===== config.mk =====
export PLATFORM = sky130hd
export DESIGN_NAME = fifo_uart_tx
export DESIGN_NICKNAME = d
export VERILOG_FILES = /design/src/rtl/fifo_uart_tx.sv
export SDC_FILE = /design/constraint.sdc
export NUM_CORES = 1
export LEC_CHECK = 0
export CORE_MARGIN = 3
export CORE_UTILIZATION = 51
export CTS_CLUSTER_DIAMETER = 120
export DETAILED_ROUTE_END_ITERATION = 16
export PLACE_DENSITY = 0.83
export SLEW_MARGIN = 15
export SYNTH_ARGS = -nofsm -noshare
export SYNTH_HDL_FRONTEND = slang
export SYNTH_SLANG_ARGS = --single-unit

===== constraint.sdc =====
create_clock -name clk -period 2.3 [get_ports clk]
set_input_delay 0.46 -clock clk [delete_from_list [all_inputs] [get_ports clk]]
set_output_delay 0.46 -clock clk [all_outputs]
set_load 0.03 [all_outputs]

===== src/rtl/fifo_uart_tx.sv =====
// fifo_uart_tx: drains a synchronous FIFO and sends each word LSB-first as a
// UART-style frame (start, data, optional even parity, stop). Back-to-back
// words leave no idle gap while the FIFO still has data.
module fifo_uart_tx #(
    parameter int BITWIDTH     = 5,
    parameter int CLKS_PER_BIT = 4,
    parameter int PARITY_EN    = 1
) (
    input  logic                clk,
    input  logic                rst,
    input  logic                empty,
    input  logic [BITWIDTH-1:0] dIn,
    output logic                rEn,
    output logic                txd,
    output logic                busy,
    output logic                frameDone
);

    localparam int BAUD_W = (CLKS_PER_BIT > 1) ? $clog2(CLKS_PER_BIT) : 1;
    localparam int BIT_W  = (BITWIDTH > 1) ? $clog2(BITWIDTH) : 1;
    localparam logic [BAUD_W-1:0] BAUD_LAST = BAUD_W'(CLKS_PER_BIT - 1);
    localparam logic [BIT_W-1:0]  BIT_LAST  = BIT_W'(BITWIDTH - 1);

    typedef enum logic [2:0] {
        IDLE,
        START,
        DATA,
        PARITY,
        STOP
    } state_t;

    state_t              state_q, state_d;
    logic [BAUD_W-1:0]   baudCnt_q, baudCnt_d;
    logic [BIT_W-1:0]    bitCnt_q, bitCnt_d;
    logic [BITWIDTH-1:0] shift_q, shift_d;
    logic                par_q, par_d;
    logic                txd_q, txd_d;
    logic                busy_q, busy_d;
    logic                frameDone_q, frameDone_d;
    logic                bitDone;

    // Pop request: only when data is present and the line is idle or about
    // to finish the stop bit, so the next start bit follows with no gap.
    always_comb begin
        bitDone = (baudCnt_q == BAUD_LAST);
        rEn     = !rst && !empty &&
                  ((state_q == IDLE) || ((state_q == STOP) && bitDone));
    end

    // Next-state, counters, shifter and the registered line value.
    always_comb begin
        state_d     = state_q;
        baudCnt_d   = bitDone ? '0 : baudCnt_q + 1'b1;
        bitCnt_d    = bitCnt_q;
        shift_d     = shift_q;
        par_d       = par_q;
        frameDone_d = (state_q == STOP) && bitDone;

        if (rEn) begin
            shift_d   = dIn;
            par_d     = ^dIn;
            state_d   = START;
            baudCnt_d = '0;
        end else begin
            unique case (state_q)
                IDLE: baudCnt_d = '0;
                START: begin
                    if (bitDone) begin
                        state_d  = DATA;
                        bitCnt_d = '0;
                    end
                end
                DATA: begin
                    if (bitDone) begin
                        shift_d  = shift_q >> 1;
                        bitCnt_d = bitCnt_q + 1'b1;
                        if (bitCnt_q == BIT_LAST) begin
                            state_d  = (PARITY_EN != 0) ? PARITY : STOP;
                            bitCnt_d = '0;
                        end
                    end
                end
                PARITY: if (bitDone) state_d = STOP;
                STOP:   if (bitDone) state_d = IDLE;
                default: state_d = IDLE;
            endcase
        end

        // Line value is derived from the next state so txd is a pure flop.
        unique case (state_d)
            START:   txd_d = 1'b0;
            DATA:    txd_d = shift_d[0];
            PARITY:  txd_d = par_d;
            default: txd_d = 1'b1;
        endcase
        busy_d = (state_d != IDLE);
    end

    // State and datapath registers; reset aborts any frame and idles the line.
    always_ff @(posedge clk or posedge rst) begin
        if (rst) begin
            state_q     <= IDLE;
            baudCnt_q   <= '0;
            bitCnt_q    <= '0;
            shift_q     <= '0;
            par_q       <= 1'b0;
            txd_q       <= 1'b1;
            busy_q      <= 1'b0;
            frameDone_q <= 1'b0;
        end else begin
            state_q     <= state_d;
            baudCnt_q   <= baudCnt_d;
            bitCnt_q    <= bitCnt_d;
            shift_q     <= shift_d;
            par_q       <= par_d;
            txd_q       <= txd_d;
            busy_q      <= busy_d;
            frameDone_q <= frameDone_d;
        end
    end

    assign txd       = txd_q;
    assign busy      = busy_q;
    assign frameDone = frameDone_q;

endmodule


==> results.yml <==
setup_path:
  setup.worst_path.end: "rEn"
  end_kind: "output port"
  critPathMaxFanout: 9
  cp-start-kind: "flop"
  r2r_start: "baudCnt_q[0]"
  cp_slowest_cell: "or4b_4"
  worstSetupPathType: "flop to output port"
  reg2reg_depth: 7
  rrSetupSlack_ns: 0.45
  r2r_end: "shift_q[4]"
  crit_chain: "ha_2, nor2b_2, or4b_4, clkinv_4, buf_4"
  slowest_delay_ns: 0.54
  worst-endpoint-required_ns: 1.84
  cp.arrival_ns: 1.74
  crit_path_start: "baudCnt_q[0]"
final_layout:
  final_cell_mix: "dfrtp_1 (15), nand2_1 (12), clkdlybuf4s50_1 (10)"
  num-nets-final: 122
  area_growth_pct: 17.0
  stdcell_count: 134
  stdcell_area_um2: 1100
  diodes: 0
  layout_commonest_cell: "dfrtp_1"
  drive_gt1_frac: 0.209
timing:
  fin_worst_skew_ns: 0.00123
  fin_ws_ns: 0.0983
  finalSetupViolCount: 0
  hold_violations: 0
  rsz0062_at_grt: "false"
  max_freq_ghz: 0.454
  setup_tns_ns: 0
  hold_slack_ns: 0.449
  min_period_ns: 2.20
  relSlewSlack: 0.590
  maxSlewViolCount: 0
  min_period_over_period: 0.957
  tightest_slew_ns: 0.615
cts:
  clk_pin_slew_worst_paths_ns: 0.10
  cts_made_buffers: 3
  cts_tree: "yes"
  cts.path.max_buffers: 2
  root_buffer: "clkbuf_4"
  htreeDepth: 1
  clk_latency_ns: 0.28
  clkSinkCount: 17
  cts_setup_buffers: 0
floorplanning:
  io_pins: 12
  die_h_um: 49.0
  start_util: 0.579
  fp.dieW_um: 49.0
  rows: 14
  fp.dieArea_um2: 2400
  coreArea_um2: 1630
routing:
  drt_drc_violations_left: 0
  ant_nets: 0
  via_count: 715
  dr.pass1.iters: 5
  vias_per_cell: 5.34
  routed_wl_um: 1630
  drt_iter0_drc: 15
  routedWlPerCell_um: 12.2
pwr:
  p_int_uw: 737
  power_frac_seq: 0.424
  leakagePower_uw: 0.000475
  p_comb_frac: 0.445
  power.density_nw_per_um2: 1100
  p_sw_frac: 0.394
  ir_drop_mv: 0.534
  switchingPower_uw: 480
  p_clk_frac: 0.131
synthesis:
  synth_area_leaders: "dfrtp_1 (42%), nand2_1 (4.8%), mux2i_1 (4.2%)"
  ys_seq_area_frac: 0.452
  ys_types: 34
  yosys_most_used_dff: "dfrtp_1"
  synthCells: 96
  synth-seq-cells: 17
  syn_area_per_cell_um2: 9.83
  syn_nets: 107
  async_flop_share: 1.00
  syn-cell-area_um2: 943
  synth_top_area_cell: "dfrtp_1"
  synth.top_cell.area_share: 0.424
  synth_edf_count: 0
  yosysWarnings: 0
job:
  drv_cap: 0
place:
  portBuffers: 11
  placed_cells: 130
  preCtsSetupSlack_ns: 0.169
  dpl.hpwl_um: 1240
  place_area_um2: 1070
  gp_congestion: 0.771
global_route:
  first_global_vias: 697
  busiest_layer: "met2"
  met3_usage: 0.0398
  met2_usage: 0.258
  grt_pass1_wl_um: 3020
  grtUsageMet1: 0.203
  grt_use_total: 0.158
  antenna_found_initial: 0
  grt_max_degree: 18
  grt-ovfl-total: 0
run_status:
  status: "finished clean"
min_path:
  hold_path.class: "flop to flop"
cells in the mapped netlist, types with 2 or more instances:
cell / count
a31oi_1: 2
o21ai_0: 6
a21oi_1: 2
mux2i_1: 4
and3_1: 2
nand2_2: 4
xor2_1: 2
nor2b_1: 2
nor2_1: 6
ha_1: 3
xnor2_1: 3
nor3_1: 2
nand2_1: 12
o21ai_2: 4
inv_1: 4
clkbuf_1: 2
nor3b_1: 2
nand3_1: 2
dfrtp_1: 16
a22o_1: 2
sequential cells by signal, summed over array words and instances (netlist names):
signal	cells
baudCnt_q	2
bitCnt_q	3
busy	1
frameDone	1
par_q	1
shift_q	5
state_q	3
txd	1
power groups by stage:
stage               Sequential (µW)  Combinational (µW)  Clock, µW
floorplan                       518                 395          0
global placement                506                 527          0
detailed placement              515                 541          0
CTS                             508                 543        162
global route                    534                 606        180
finish                          516                 542        159
stage by stage:
stage / utilization / total power, µW
finish: 0.677 / 1220
global route: 0.677 / 1320
CTS: 0.674 / 1210
detailed placement: 0.657 / 1060
global placement: 0.657 / 1030
floorplan: - / 914
area by class of cell:
| class | count | area (µm²) |
|---|---|---|
| Fill cell | 121 | 526 |
| Inverter | 5 | 23.8 |
| Tap cell | 24 | 30.0 |
| Multi-Input combinational cell | 70 | 465 |
| Sequential cell | 17 | 428 |
| Timing Repair Buffer | 14 | 130 |
| Clock buffer | 4 | 26.3 |
critical path, delay by kind of cell, from the launching register on:
family	cells	cell delay, ns
adder cells (fa/ha/maj)	1	0.27
AND/OR/NAND/NOR	2	0.61
flip-flops	1	0.37
buffers and inverters	2	0.22
cell families after synthesis:
group	Yosys count	share of synthesized area
fa+ha+maj	3	0.0398
flops	17	0.452
simple gates	37	0.207
xor+xnor	5	0.0464
mux	4	0.0424
buf+inv	9	0.0597
compound gates	21	0.153
per-layer routing:
metal  vias to the layer above  wire, µm
met3                         2        62
li1                        360         -
met5                         -         0
met1                       336       783
met2                        17       776
met4                         0        10
timing repair:
item | 4_1_cts | 5_1_grt
gates resized for setup | 0 | 3
setup endpoints to repair | 0 | 1
hold buffers | 0 | 0
how the worst min path moves through the flow:
stage                               to  slack (ns)  cells past startpoint    startpoint
after global placement    baudCnt_q[0]        0.43                      1  baudCnt_q[0]
after global routing      baudCnt_q[0]        0.49                      1  baudCnt_q[0]
final                     baudCnt_q[0]        0.45                      1  baudCnt_q[0]
after CTS                 baudCnt_q[0]        0.45                      1  baudCnt_q[0]
after detailed placement  baudCnt_q[0]        0.44                      1  baudCnt_q[0]
after floorplan           baudCnt_q[0]        0.39                      1           rst
Power figures use the tool's default switching activity.
